<file path="config.mk">
export PLATFORM = sky130hd
export DESIGN_NAME = spk_event_packer
export DESIGN_NICKNAME = d
export VERILOG_FILES = /design/src/rtl/spk_event_packer.sv
export SDC_FILE = /design/constraint.sdc
export NUM_CORES = 2
export LEC_CHECK = 0
export BUFFER_PORTS_ARGS = -buffer_cell sky130_fd_sc_hd__buf_2
export CAP_MARGIN = 5
export CORE_UTILIZATION = 50
export DETAILED_ROUTE_END_ITERATION = 12
export PLACE_DENSITY = 0.7
export SLEW_MARGIN = 20
export SYNTH_ARGS = -nofsm -noshare
export SYNTH_HDL_FRONTEND = slang
export SYNTH_SLANG_ARGS = --single-unit
</file>
<file path="constraint.sdc">
create_clock -name clk -period 8 [get_ports clk]
set_input_delay 2.4 -clock clk [delete_from_list [all_inputs] [get_ports clk]]
set_output_delay 2.4 -clock clk [all_outputs]
set_load 0.1 [all_outputs]
</file>
<file path="src/rtl/spk_event_packer.sv">
`default_nettype none
// ============================================================================
// Module   : spk_event_packer
// Brief    : Timestamps detected spike peaks with the running frame number,
//            queues them in a FIFO and emits each one as a 3-word packet.
// Revision : 1.0  initial release
// ============================================================================
module spk_event_packer #(
    parameter int FIFO_DEPTH = 16,
    parameter int CNT_W      = 16
) (
    input  logic                          clk,
    input  logic                          rst,
    input  logic                          pack_enable,
    input  logic                          valid_in,
    input  logic                          eof_in,
    input  logic [7:0]                    ch_in,
    input  logic [31:0]                   ch_unigroup_in,
    input  logic [31:0]                   v_in,
    input  logic                          is_peak_in,
    output logic                          m_valid,
    input  logic                          m_ready,
    output logic [31:0]                   m_data,
    output logic                          m_last,
    output logic [31:0]                   frame_no,
    output logic [CNT_W-1:0]              drop_cnt,
    output logic [$clog2(FIFO_DEPTH):0]   fifo_count
);

    localparam int c_AW = $clog2(FIFO_DEPTH);
    localparam int c_CW = c_AW + 1;
    localparam int c_EW = 95;
    // Entry layout: {frame[94:63], unigroup[31:8] at [62:39], ch[38:31], v[31:1] at [30:0]}
    localparam int c_FRM_LSB = 63;
    localparam int c_UG_LSB  = 39;
    localparam int c_CH_LSB  = 31;
    localparam logic [c_CW-1:0] c_DEPTH = c_CW'(FIFO_DEPTH);
    localparam logic [c_CW-1:0] c_ONE   = c_CW'(1);

    typedef enum logic [1:0] {
        IDLE = 2'd0,
        W0   = 2'd1,
        W1   = 2'd2,
        W2   = 2'd3
    } state_t;

    state_t                r_state;
    logic                  r_m_valid;
    logic                  r_m_last;
    logic [31:0]           r_m_data;
    logic [31:0]           r_frame;
    logic [CNT_W-1:0]      r_drop;
    logic [c_CW-1:0]       r_count;
    logic [c_AW-1:0]       r_wr_ptr;
    logic [c_AW-1:0]       r_rd_ptr;
    logic [c_EW-1:0]       r_mem [FIFO_DEPTH];

    logic                  w_push_req;
    logic                  w_pop;
    logic                  w_push_ok;
    logic [c_EW-1:0]       w_push_ent;
    logic [c_EW-1:0]       w_head;
    logic [c_EW-1:0]       w_next_head;
    logic [c_AW-1:0]       w_rd_ptr_inc;
    logic [c_CW-1:0]       w_count_next;
    logic                  w_unused;

    assign w_push_req   = valid_in & is_peak_in & pack_enable;
    assign w_pop        = r_m_valid & m_ready & (r_state == W2);
    assign w_push_ok    = w_push_req & ((r_count < c_DEPTH) | w_pop);
    assign w_push_ent   = {r_frame, ch_unigroup_in[31:8], ch_in, v_in[31:1]};
    assign w_rd_ptr_inc = r_rd_ptr + c_AW'(1);
    assign w_head       = r_mem[r_rd_ptr];
    // With a single entry left, the follow-on head is the entry being written this edge.
    assign w_next_head  = (r_count == c_ONE) ? w_push_ent : r_mem[w_rd_ptr_inc];
    assign w_count_next = r_count + c_CW'(w_push_ok) - c_CW'(w_pop);
    assign w_unused     = &{1'b0, v_in[0], ch_unigroup_in[7:0]};

    assign m_valid    = r_m_valid;
    assign m_data     = r_m_data;
    assign m_last     = r_m_last;
    assign frame_no   = r_frame;
    assign drop_cnt   = r_drop;
    assign fifo_count = r_count;

    always_ff @(posedge clk) begin
        if (w_push_ok) begin
            r_mem[r_wr_ptr] <= w_push_ent;
        end
    end

    always_ff @(posedge clk or posedge rst) begin
        if (rst) begin
            r_frame  <= '0;
            r_drop   <= '0;
            r_count  <= '0;
            r_wr_ptr <= '0;
            r_rd_ptr <= '0;
        end else begin
            if (valid_in && eof_in) begin
                r_frame <= r_frame + 32'd1;
            end
            if (w_push_req && !w_push_ok && (r_drop != '1)) begin
                r_drop <= r_drop + CNT_W'(1);
            end
            if (w_push_ok) begin
                r_wr_ptr <= r_wr_ptr + c_AW'(1);
            end
            if (w_pop) begin
                r_rd_ptr <= w_rd_ptr_inc;
            end
            r_count <= w_count_next;
        end
    end

    always_ff @(posedge clk or posedge rst) begin
        if (rst) begin
            r_state   <= IDLE;
            r_m_valid <= 1'b0;
            r_m_last  <= 1'b0;
            r_m_data  <= '0;
        end else begin
            case (r_state)
                IDLE: begin
                    if (r_count != '0) begin
                        r_state   <= W0;
                        r_m_valid <= 1'b1;
                        r_m_data  <= w_head[c_EW-1:c_FRM_LSB];
                    end
                end
                W0: begin
                    if (m_ready) begin
                        r_state  <= W1;
                        r_m_data <= {w_head[c_FRM_LSB-1:c_UG_LSB], w_head[c_UG_LSB-1:c_CH_LSB]};
                    end
                end
                W1: begin
                    if (m_ready) begin
                        r_state  <= W2;
                        r_m_last <= 1'b1;
                        r_m_data <= {w_head[c_CH_LSB-1:0], 1'b1};
                    end
                end
                W2: begin
                    if (m_ready) begin
                        r_m_last <= 1'b0;
                        if (w_count_next != '0) begin
                            r_state  <= W0;
                            r_m_data <= w_next_head[c_EW-1:c_FRM_LSB];
                        end else begin
                            r_state   <= IDLE;
                            r_m_valid <= 1'b0;
                            r_m_data  <= '0;
                        end
                    end
                end
                default: begin
                    r_state   <= IDLE;
                    r_m_valid <= 1'b0;
                    r_m_last  <= 1'b0;
                end
            endcase
        end
    end

endmodule
`default_nettype wire

</file>
==> results.sh <==
export IMPL_finalSetupViolations=0
export IMPL_syn_cell_area_um2=66900
export IMPL_std_cell_rows=133
export IMPL_grt_pass1_wl_um=242000
export IMPL_cts_root_buf="clkbuf_16"
export IMPL_path_clk_slew_ns=0.06
export IMPL_synth_fa_ha_area_share_pct=0.348
export IMPL_yosysSeqAreaShare_pct=71.8
export IMPL_setup_ws_ns=2.10
export IMPL_drc=0
export IMPL_initial_core_util_pct=50.6
export IMPL_drive_gt1_share_pct=28.7
export IMPL_clkSinkCount=1617
export IMPL_final_common_cell="edfxtp_1"
export IMPL_drtIter0Drc=4000
export IMPL_rsz0062_at_grt="false"
export IMPL_nets=3625
export IMPL_coreArea_um2=132000
export IMPL_yosysUniqueCellTypes=50
export IMPL_final_cell_mix="edfxtp_1 (1,520), mux4_2 (483), clkbuf_16 (167)"
export IMPL_grt_overflow=0
export IMPL_wl_per_cell_um=30.7
export IMPL_grt_max_degree=135
export IMPL_ant_nets=0
export IMPL_holdCritPathClass="register to register"
export IMPL_outcome="finished clean"
export IMPL_gp_congestion=0.818
export IMPL_clock_skew_ns=0.0288
export IMPL_max_slew_margin_rel_pct=15.8
export IMPL_criticalPathCategory="input pin to register"
export IMPL_grt_usage_pct=24.8
export IMPL_synthFlopType="edfxtp_1"
export IMPL_maxSlewViolCount=0
export IMPL_power_density_nw_per_um2=358
export IMPL_async_reset_ff_share_pct=6.00
export IMPL_grt_pass1_vias=34600
export IMPL_synthMuxAreaShare_pct=19.3
export IMPL_min_from="drop_cnt[7]"
export IMPL_numCtsBuffers=164
export IMPL_routed_via_density=6.39
export IMPL_routed_wl_um=167000
export IMPL_port_buffers=156
export IMPL_setup_tns_ns=0
export IMPL_critPathCaptureType="register"
export IMPL_cts_buffer_depth=3
export IMPL_drv_cap=0
export IMPL_synthTopCellsByArea="edfxtp_1 (68%), mux4_2 (16%), dfrtp_1 (3.6%), mux2i_1 (2.2%), mux2_2 (0.77%)"
export IMPL_yosysWarnings=0
export IMPL_cts_tree="yes"
export IMPL_critPathLaunchType="input pin"
export IMPL_fill_cells=9681
export IMPL_drt_first_pass_iters=5
export IMPL_ir_worst_vdd_v=0.000643
export IMPL_tightest_slew_ns=1.25
export IMPL_area_growth_pct=12.6
export IMPL_synth_simple_area_share_pct=2.71
export IMPL_synth_compound_area_share_pct=3.29
export IMPL_synth_top_area_share_pct=68.2
export IMPL_ios=166
export IMPL_reg2reg_from="r_state[0]"
export IMPL_fin_crit_ns=5.90
export IMPL_die_area_um2=135000
export IMPL_dp_slack_ns=1.43
export IMPL_synth_top_family_by_area="multiplexers"
export IMPL_ys_ff_latch=1617
export IMPL_crit_required_ns=8.66
export IMPL_antenna_found_initial=19
export IMPL_synthesis_nets=3416
export IMPL_cp_startpoint="m_ready"
export IMPL_syn_avg_cell_area_um2=20.2
export IMPL_synth_edf_count=1520
export IMPL_syn_inst=3319
export IMPL_hpwl_um=92600
export IMPL_fp_dieH_um=368
export IMPL_post_route_period_util_pct=73.7
export IMPL_synth_xor_area_share_pct=0.772
export IMPL_fmax_ghz=0.170
export IMPL_leakage_uw=0.0242
export IMPL_dr_total_vias=34700
export IMPL_insertion_delay_ns=0.80
export IMPL_htreeDepth=4
export IMPL_post_cts_buffers=0
export IMPL_critPathArrivalTime_ns=6.56
export IMPL_die_x_um=368
export IMPL_yosys_area_top_type="edfxtp_1"
export IMPL_hold_viol=0
export IMPL_cts_hold_buf=0
export IMPL_worstPathMaxFanout=33
export IMPL_cts_resized=0
-- worst max-delay path, stage by stage --
cell and delay [ns]:
buf_2 0.25, nand3_1 0.26, a21oi_1 0.64, inv_1 0.12, ha_1 0.30, inv_1 0.04
ha_1 0.20, fa_1 0.45, xor2_1 0.20, or3_1 0.36, o31ai_4 0.27, buf_4 0.51
o311ai_0 0.25, a22o_1 0.26
-- registers in the layout (all words and copies together), names as in the netlist --
register / cells
m_data: 32
frame_no: 32
m_valid: 1
r_mem: 1520
fifo_count: 5
r_state: 2
m_last: 1
drop_cnt: 16
r_wr_ptr: 4
r_rd_ptr: 4
-- cell type report --
type                            count  area [um2]  area share [%]
Clock inverter                     80         774            1.03
Tap cell                         1755        2200            2.91
Multi-Input combinational cell   1444       18000            23.8
Antenna cell                        5        12.5          0.0166
Clock buffer                      225        4490            5.95
Inverter                           48         183           0.242
Sequential cell                  1617       48100            63.8
Timing Repair Buffer              253        1680            2.23
-- cell usage after synthesis, types with 2 or more instances --
library cell  count
a211o_1          30
a211oi_1         25
a21o_1            2
a21oi_1          92
a22o_1           31
a311oi_1         30
and2_1            5
and2b_1           2
and3_1           33
and4_1            6
buf_1            24
buf_2            78
buf_4            14
buf_6             6
clkbuf_1         87
dfrtp_1          97
edfxtp_1       1520
ha_1             17
inv_1            48
mux2_2           46
mux2i_1         148
mux4_2          483
nand2_1         119
nand2b_1          4
nand3_1          51
nand3b_1          2
nand4_1          12
nor2_1           69
nor2b_1          57
nor3_1            8
o211ai_1         30
o21ai_0          32
o21ai_1           3
o22ai_1           7
o311ai_0         26
o311ai_1          4
xnor2_1          35
xor2_1           24
-- worst paths after layout --
| kind | end | slack [ns] | cells after the start |
|---|---|---|---|
| hold / removal | drop_cnt[7] | 0.48 | 1 |
| setup / recovery | m_data[7] | 2.10 | 14 |
| hold reg to reg | drop_cnt[7] | 0.48 | 1 |
| setup reg to reg | m_data[7] | 3.21 | 14 |
| min in group asynchronous | frame_no[13] | 1.71 | 2 |
| max in group asynchronous | r_rd_ptr[3] | 4.83 | 3 |
-- layer usage --
| metal | global-route usage (%) | wire, um | vias up |
|---|---|---|---|
| li1 | - | - | 14300 |
| met1 | 34.7 | 66500 | 18500 |
| met2 | 39.4 | 80100 | 1659 |
| met3 | 5.24 | 15400 | 258 |
| met4 | 7.86 | 4700 | 16 |
| met5 | 0 | 92 | - |
-- stage by stage --
stage	hold WS, ns	utilization [%]	instances	power (uW)	instance area (um2)
final	0.483	57.0	5427	27000	75400
after global placement	0.469	53.1	5117	19700	70100
after global routing	0.507	57.0	5422	28000	75400
after CTS	0.485	57.0	5422	27200	75400
after floorplan	0.503	-	3319	16900	66900
after detailed placement	0.474	53.1	5117	19700	70100
-- power breakdown --
| group | leakage (uW) | switching, uW | total [uW] | internal, uW |
|---|---|---|---|---|
| sequential | 0.0146 | 481 | 10100 | 9570 |
| clock | 0.00256 | 3230 | 7480 | 4250 |
| combinational | 0.00703 | 5680 | 9480 | 3800 |
| total | 0.0242 | 9390 | 27000 | 17600 |
-- kinds of logic (layout without fill, tap and decap cells) --
group                    count (synthesis)  in the layout
adder cells (fa/ha/maj)                 18             18
flip-flops                            1617           1617
multiplexers                           678            678
AND/OR/NAND/NOR                        373            373
other                                    0              5
AO/OA/AOI/OAI                          316            316
buffers and inverters                  258            606
XOR/XNOR                                59             59
(Power assumes the default switching activity.)
